--- src/rtl/fetch_stage.sv ---
// Fetch stage of the pipelined RV32I core: owns the PC, selects the next PC,
// and holds the fetch/decode pipeline register plus stall/flush debug counters.
package fetch_stage_pkg;
    typedef enum logic [1:0] {
        CONTINUE = 2'd0,
        STALL    = 2'd1,
        FLUSH    = 2'd2
    } pipeline_control;
endpackage

module fetch_stage
    import fetch_stage_pkg::*;
#(
    parameter int unsigned     ADDR_WIDTH = 32,
    parameter int unsigned     DATA_WIDTH = 32,
    parameter logic [ADDR_WIDTH-1:0] RESET_PC  = 32'h0000_0000,
    parameter logic [DATA_WIDTH-1:0] NOP_INSTR = 32'h0000_0013,
    parameter int unsigned     CNT_WIDTH  = 16
) (
    input  logic                  clk_i,
    input  logic                  rst_i,
    input  pipeline_control       control_f_i,
    input  pipeline_control       control_d_i,
    input  logic                  pc_src_e_i,
    input  logic [ADDR_WIDTH-1:0] pc_target_e_i,
    output logic [ADDR_WIDTH-1:0] imem_addr_o,
    input  logic [DATA_WIDTH-1:0] imem_rdata_i,
    output logic [DATA_WIDTH-1:0] instr_d_o,
    output logic [ADDR_WIDTH-1:0] pc_d_o,
    output logic [ADDR_WIDTH-1:0] pc_plus4_d_o,
    output logic                  valid_d_o,
    output logic [CNT_WIDTH-1:0]  stall_count_o,
    output logic [CNT_WIDTH-1:0]  flush_count_o
);

    localparam logic [CNT_WIDTH-1:0] CNT_MAX = {CNT_WIDTH{1'b1}};

    logic [ADDR_WIDTH-1:0] pc_f;
    logic [ADDR_WIDTH-1:0] pc_plus4_f;

    // Wraps modulo 2^ADDR_WIDTH by construction.
    assign pc_plus4_f  = pc_f + ADDR_WIDTH'(4);
    assign imem_addr_o = pc_f;

    // NOTE: sequential state uses non-blocking assignments so every register
    // samples pre-edge values, independent of block ordering.
    always_ff @(posedge clk_i or posedge rst_i) begin
        if (rst_i) begin
            pc_f <= RESET_PC;
        end else if (control_f_i != STALL) begin
            pc_f <= pc_src_e_i ? pc_target_e_i : pc_plus4_f;
        end
    end

    // FLUSH wins over a previously stalled register; unused encodings load.
    always_ff @(posedge clk_i or posedge rst_i) begin
        if (rst_i) begin
            instr_d_o    <= NOP_INSTR;
            pc_d_o       <= '0;
            pc_plus4_d_o <= '0;
            valid_d_o    <= 1'b0;
        end else if (control_d_i == FLUSH) begin
            instr_d_o    <= NOP_INSTR;
            pc_d_o       <= '0;
            pc_plus4_d_o <= '0;
            valid_d_o    <= 1'b0;
        end else if (control_d_i != STALL) begin
            instr_d_o    <= imem_rdata_i;
            pc_d_o       <= pc_f;
            pc_plus4_d_o <= pc_plus4_f;
            valid_d_o    <= 1'b1;
        end
    end

    // Saturating counters, cleared only by reset.
    always_ff @(posedge clk_i or posedge rst_i) begin
        if (rst_i) begin
            stall_count_o <= '0;
            flush_count_o <= '0;
        end else begin
            if (control_f_i == STALL && stall_count_o != CNT_MAX)
                stall_count_o <= stall_count_o + CNT_WIDTH'(1);
            if (control_d_i == FLUSH && flush_count_o != CNT_MAX)
                flush_count_o <= flush_count_o + CNT_WIDTH'(1);
        end
    end

endmodule

--- config.mk ---
export PLATFORM = sky130hd
export DESIGN_NAME = fetch_stage
export DESIGN_NICKNAME = d
export VERILOG_FILES = /design/src/rtl/fetch_stage.sv
export SDC_FILE = /design/constraint.sdc
export NUM_CORES = 1
export LEC_CHECK = 0
export BUFFER_PORTS_ARGS = -buffer_cell sky130_fd_sc_hd__buf_2
export CAP_MARGIN = 15
export CORE_ASPECT_RATIO = 1.5
export CORE_MARGIN = 5
export CORE_UTILIZATION = 35
export CTS_CLUSTER_DIAMETER = 150
export DETAILED_ROUTE_END_ITERATION = 10
export SETUP_SLACK_MARGIN = 0.15
export SYNTH_ARGS = -nofsm -noshare
export SYNTH_HDL_FRONTEND = slang
export SYNTH_SLANG_ARGS = --single-unit
--- constraint.sdc ---
create_clock -name clk_i -period 13.7 [get_ports clk_i]
set_input_delay 0 -clock clk_i [delete_from_list [all_inputs] [get_ports clk_i]]
set_output_delay 0 -clock clk_i [all_outputs]
set_load 0.02 [all_outputs]
==> impl_metrics.py, run 1 <==
metrics = {
    "run": {
        "drv_cap": 0,
    },
    "cells_and_area": {
        "antenna_cells": 0,
        "fin_nets": 1191,
        "nFillCells": 2322,
        "stdcell_count": 1448,
        "drive_gt1_frac": 0.260,
        "final_common_cell": "buf_2",
        "syn2layout_area_growth_pct": 29.1,
        "final_cell_mix": "buf_2, dfrtp_1, o21ai_0",
    },
    "pwr": {
        "total_power_w": 0.00143,
        "switching_power_w": 0.000471,
        "power_frac_comb": 0.242,
        "netSwitchingFraction": 0.330,
        "p_clk_frac": 0.333,
        "internal_power_w": 0.000956,
        "power_density_nw_per_um2": 131,
        "p_seq_frac": 0.425,
        "peakVddDrop_v": 0.0000909,
        "leakage_nw": 5.06,
    },
    "setup_path": {
        "critical_path_arrival_ns": 3.09,
        "setup.worst_path.start_class": "flop",
        "crit_start": "imem_addr_o[2]",
        "crit_required_ns": 13.97,
        "rr_startpoint": "imem_addr_o[2]",
        "reg2reg_depth": 6,
        "worst_setup_path_end_kind": "flop",
        "crit_fanout": 14,
        "criticalPathCategory": "flop to flop",
    },
    "logic_synthesis": {
        "ys_types": 60,
        "netlist_area_sq_um": 8460,
        "yosysSeqAreaShare": 0.471,
        "synth_ff_type": "dfrtp_1",
        "syn-num-nets": 949,
        "synth_edf_count": 0,
        "synth_cells": 875,
        "syn_area_per_cell_sq_um": 9.67,
        "async_reset_ff_frac": 1.00,
        "yosys_warnings": 0,
        "synth-seq-cells": 159,
    },
    "drt": {
        "wire_per_inst_um": 18.6,
        "dr_wl_met2_mm": 13.8,
        "highest_layer": "met4",
        "wl_met1_mm": 10.9,
        "vias": 7437,
        "dr.pass1.iters": 5,
        "route.met3.wl_mm": 1.59,
        "drc": 0,
        "detail-route-antenna-nets": 0,
        "drt-vias-per-instance": 5.14,
        "wl_mm": 26.9,
        "drt_iter0_markers": 285,
    },
    "placed_design": {
        "gp_congestion": 0.845,
        "dp.cells": 1353,
        "dp_hpwl_mm": 18.8,
        "io_buffers": 231,
    },
    "global_routing": {
        "grt_antenna_before_repair": 0,
        "overflow": 0,
        "grt_usage": 0.196,
        "grt_pass1_wl_mm": 42.4,
        "grt_pass1_vias": 7403,
        "grt_max_degree": 77,
    },
    "floorplan": {
        "die_w_um": 137,
        "start_util": 0.356,
        "rows": 69,
        "die-area_sq_um": 27500,
        "io_pins": 232,
        "design.core.area_sq_um": 23700,
        "die_h_um": 200,
    },
    "sta": {
        "period_needed_ns": 2.82,
        "hold_viol": 0,
        "setup-violations-final": 0,
        "relSlewSlack": 0.323,
        "drv_slew": 0,
        "setup_tns_ns": 0,
        "tightest_slew_ns": 1.01,
        "fmax_mhz": 355,
        "timing.final.crit_share": 0.206,
        "worst_clock_skew_ns": 0.00692,
        "grt_setup_unrepaired": "false",
    },
    "cts": {
        "cts_htree_levels": 4,
        "ctsResizeCount": 0,
        "cts_buffers": 17,
        "hold_buffers": 64,
        "cts_tree": "built",
        "cts.clk_slew.worst_paths_ns": 0.06,
        "postCtsSetupBuffers": 0,
        "cts_root_buffer": "clkbuf_16",
        "clock_latency_ns": 0.42,
        "clkSinkCount": 159,
        "cts_buffer_depth": 2,
    },
    "hold_path": {
        "hold_start": "pc_target_e_i[22]",
        "hp-class": "input port to flop",
        "whs_path_depth": 4,
    },
    "outcome": {
        "status": "finished, final reports clean",
    },
}
power groups by stage:
| stage | Combinational, W | Sequential [W] | Clock, W |
|---|---|---|---|
| 2_1_floorplan | 0.000161 | 0.000661 | 0 |
| 3_3_place_gp | 0.000333 | 0.000612 | 0 |
| 3_5_place_dp | 0.000335 | 0.000615 | 0 |
| 4_1_cts | 0.000350 | 0.000607 | 0.000491 |
| 5_1_grt | 0.000377 | 0.000618 | 0.000513 |
| 6_report | 0.000345 | 0.000606 | 0.000476 |
stage by stage:
| step | hold slack [ns] | setup slack [ns] | instance area (sq um) | utilization |
|---|---|---|---|---|
| 2_1_floorplan | 0.117 | 9.41 | 8460 | - |
| 3_3_place_gp | 0.0455 | 10.99 | 9700 | 0.409 |
| 3_5_place_dp | 0.0466 | 10.93 | 9700 | 0.409 |
| 4_1_cts | 0.0106 | 10.92 | 10900 | 0.460 |
| 5_1_grt | 0.0442 | 10.67 | 10900 | 0.460 |
| 6_report | 0.0333 | 10.88 | 10900 | 0.460 |
Yosys cell counts, types with 9 or more instances:
| master | count | area (sq um) |
|---|---|---|
| a21oi_1 | 24 | 120 |
| a22oi_1 | 12 | 90.1 |
| and4_1 | 9 | 78.8 |
| buf_1 | 12 | 45.0 |
| clkbuf_1 | 45 | 169 |
| dfrtp_1 | 156 | 3900 |
| inv_1 | 10 | 37.5 |
| mux2_2 | 9 | 101 |
| mux2i_1 | 76 | 761 |
| nand2_1 | 96 | 360 |
| nand3_1 | 30 | 150 |
| nand4_1 | 20 | 125 |
| nor2_1 | 30 | 113 |
| nor2b_1 | 16 | 100 |
| nor3_1 | 23 | 115 |
| nor4_1 | 10 | 62.6 |
| o21ai_0 | 115 | 576 |
| o22ai_1 | 10 | 62.6 |
| xnor2_1 | 32 | 280 |
| xor2_1 | 15 | 131 |
state kept, by name, indices dropped and copies added (netlist names):
name	count
pc_plus4_d_o	30
pc_d_o	32
stall_count_o	16
imem_addr_o	32
valid_d_o	1
instr_d_o	32
flush_count_o	16
layer usage:
metal / global-route usage / vias to the layer above
met4: 0.0695 / 0
met2: 0.335 / 211
met1: 0.241 / 3586
met3: 0.0449 / 22
li1: - / 3618
met5: 0 / -
layout make-up:
class                           count  area (sq um)  area share
Tap cell                          319           399      0.0365
Inverter                           10          42.5     0.00389
Clock buffer                       25           505      0.0463
Sequential cell                   159          3980       0.364
Timing Repair Buffer              302          1860       0.170
Clock inverter                      6          80.1     0.00733
Multi-Input combinational cell    627          4060       0.371
path summary, 6_finish.rpt:
kind / end / slack (ns)
hold / removal: imem_addr_o[22] / 0.03
min in group asynchronous: instr_d_o[26] / 0.14
max in group asynchronous: imem_addr_o[11] / 11.72
setup / recovery: pc_plus4_d_o[30] / 10.88
setup reg to reg: pc_plus4_d_o[30] / 10.88
hold reg to reg: stall_count_o[5] / 0.49
critical path, stage by stage (launching register included):
cell     delay (ns)
dfrtp_1        0.51
ha_1           0.35
nand4_1        0.25
or3_1          0.66
nor3_1         0.57
and3b_1        0.24
o32ai_1        0.08
kinds of logic (layout without fill, tap and decap cells):
group                      after synthesis  after routing  synth area share
and+or+nand+nor                        275            275             0.170
AOI/OAI and AO/OA                      217            217             0.155
DFF                                    159            159             0.471
buffers and inverters                   89            343            0.0503
muxes                                   85             85             0.102
xor gates and xnor gates                47             47            0.0486
adders and majority gates                3              3           0.00444
(Power assumes the default switching activity.)
==> run 2, diff against run 1 <==
==> constraint.sdc (replaced) <==
create_clock -name clk_i -period 2.7 [get_ports clk_i]
set_input_delay 0 -clock clk_i [delete_from_list [all_inputs] [get_ports clk_i]]
set_output_delay 0 -clock clk_i [all_outputs]
set_load 0.02 [all_outputs]
==> impl_metrics.py, run 2 (synthesis gave the netlist of run 1 again) <==
metrics = {
    "drt": {
        "detail-route-antenna-nets": 0,
        "vias": 7612,
        "wire_per_inst_um": 18.4,
        "dr.pass1.iters": 5,
        "drt-vias-per-instance": 5.15,
        "wl_mm": 27.2,
        "drt_iter0_markers": 479,
        "drc": 0,
    },
    "pwr": {
        "power_density_nw_per_um2": 650,
        "leakage_nw": 5.20,
        "peakVddDrop_v": 0.000437,
        "total_power_w": 0.00726,
    },
    "cells_and_area": {
        "final_common_cell": "buf_2",
        "drive_gt1_frac": 0.279,
        "syn2layout_area_growth_pct": 32.0,
        "fin_nets": 1220,
        "fin_util": 0.471,
        "antenna_cells": 0,
        "final_cell_mix": "buf_2, dfrtp_1, o21ai_0",
    },
    "sta": {
        "fmax_mhz": 419,
        "worst_hold_slack_ns": 0.0248,
        "setup_tns_ns": 0,
        "hold_viol": 0,
        "drv_slew": 0,
        "relSlewSlack": 0.441,
        "worst_clock_skew_ns": 0.00870,
        "tightest_slew_ns": 0.837,
        "period_needed_ns": 2.39,
        "setup-violations-final": 0,
        "grt_setup_unrepaired": "false",
        "timing.final.crit_share": 0.884,
    },
    "floorplan": {
        "design.core.area_sq_um": 23700,
        "start_util": 0.356,
        "die-area_sq_um": 27500,
        "io_pins": 232,
        "die_h_um": 200,
        "die_w_um": 137,
        "rows": 69,
    },
    "global_routing": {
        "grt_antenna_before_repair": 0,
        "grt_max_degree": 75,
        "grt_pass1_wl_mm": 42.7,
        "grt_usage": 0.197,
        "overflow": 0,
        "grt_pass1_vias": 7555,
    },
    "cts": {
        "clkSinkCount": 159,
        "cts_buffer_depth": 2,
        "postCtsSetupBuffers": 0,
        "cts_tree": "built",
        "cts_buffers": 17,
        "cts_htree_levels": 4,
        "cts.clk_slew.worst_paths_ns": 0.06,
        "clock_latency_ns": 0.43,
        "cts_root_buffer": "clkbuf_16",
    },
    "setup_path": {
        "crit_fanout": 13,
        "rrSetupSlack_ns": 0.31,
        "criticalPathCategory": "flop to flop",
        "slowest_stage": "or4_4",
        "critical_path_arrival_ns": 2.65,
        "worst_setup_path_end_kind": "flop",
        "reg2reg_depth": 5,
        "path_cells": "nand3_1 > or4_4 > nor4_4 > mux2i_1 > o32ai_1",
        "rr_startpoint": "imem_addr_o[17]",
        "crit_required_ns": 2.96,
        "timing.rr.end": "pc_plus4_d_o[28]",
        "setup.worst_path.start_class": "flop",
        "cpPeakStageDelay_ns": 0.62,
    },
    "hold_path": {
        "whs_path_depth": 3,
        "hold_start": "pc_target_e_i[19]",
        "whs_endpoint": "imem_addr_o[19]",
        "hp-class": "input port to flop",
    },
    "run": {
        "drv_cap": 0,
    },
    "placed_design": {
        "gp_congestion": 0.874,
        "dp_hpwl_mm": 19.5,
        "io_buffers": 231,
    },
    "outcome": {
        "status": "finished, final reports clean",
    },
}
-- run 2: changes by cell type in the layout (fill, tap and decap cells not counted), sizes merged --
cell	previous run	this run
buf	238	265
clkinv	4	6
inv	10	9
clkinvlp	0	4
clkbuf	25	20
dlygate4sd3	64	66
-- run 2: cell type report --
cell class / instances / area, sq um
tap: 319 / 399
inverter: 10 / 41.3
clock inverter: 11 / 116
fill: 2264 / 12600
clock buffer: 20 / 457
multi-input combinational: 627 / 4060
timing repair buffer: 331 / 2120
sequential: 159 / 3980
-- run 2: worst max path at each step --
stage	startpoint	endpoint	depth (start not counted)
after floorplan	imem_addr_o[3]	pc_plus4_d_o[30]	7
after global placement	imem_addr_o[17]	pc_plus4_d_o[28]	5
after detailed placement	imem_addr_o[17]	pc_plus4_d_o[28]	5
after CTS	imem_addr_o[17]	pc_plus4_d_o[28]	5
after global routing	imem_addr_o[17]	pc_plus4_d_o[28]	5
final	imem_addr_o[17]	pc_plus4_d_o[28]	5
-- run 2: timing repair --
| item | 4_1_cts | 5_1_grt |
|---|---|---|
| hold buffers | 66 | 0 |
| hold endpoints to repair | 234 | 0 |
| resized for setup | 0 | 0 |
| endpoints found under the setup margin | 0 | 0 |
-- run 2: stage by stage --
| stage | cells | worst slack [ns] | instance area (sq um) |
|---|---|---|---|
| 2_1_floorplan | 875 | 0.335 | 8470 |
| 3_3_place_gp | 1380 | 0.383 | 9940 |
| 3_5_place_dp | 1380 | 0.335 | 9940 |
| 4_1_cts | 1477 | 0.322 | 11200 |
| 5_1_grt | 1477 | 0.156 | 11200 |
| 6_report | 1477 | 0.314 | 11200 |
-- run 2: critical path, delay by kind of cell (launching register included) --
| family | cells | cell delay [ns] |
|---|---|---|
| AOI/OAI and AO/OA | 1 | 0.10 |
| DFF | 1 | 0.59 |
| muxes | 1 | 0.24 |
| and+or+nand+nor | 3 | 1.30 |
-- run 2: layer usage --
metal,vias to the layer above,track usage,share of wire
met4,0,0.0724,0.027
met5,-,0,0
met3,29,0.0411,0.058
li1,3688,-,-
met1,3668,0.239,0.40
met2,227,0.341,0.51
-- run 2: report_power, final --
| group | internal (W) | leakage, nW | switching (W) |
|---|---|---|---|
| combinational | 0.000723 | 2.91 | 0.00115 |
| sequential | 0.00270 | 2.01 | 0.000318 |
| clock | 0.00140 | 0.277 | 0.000973 |
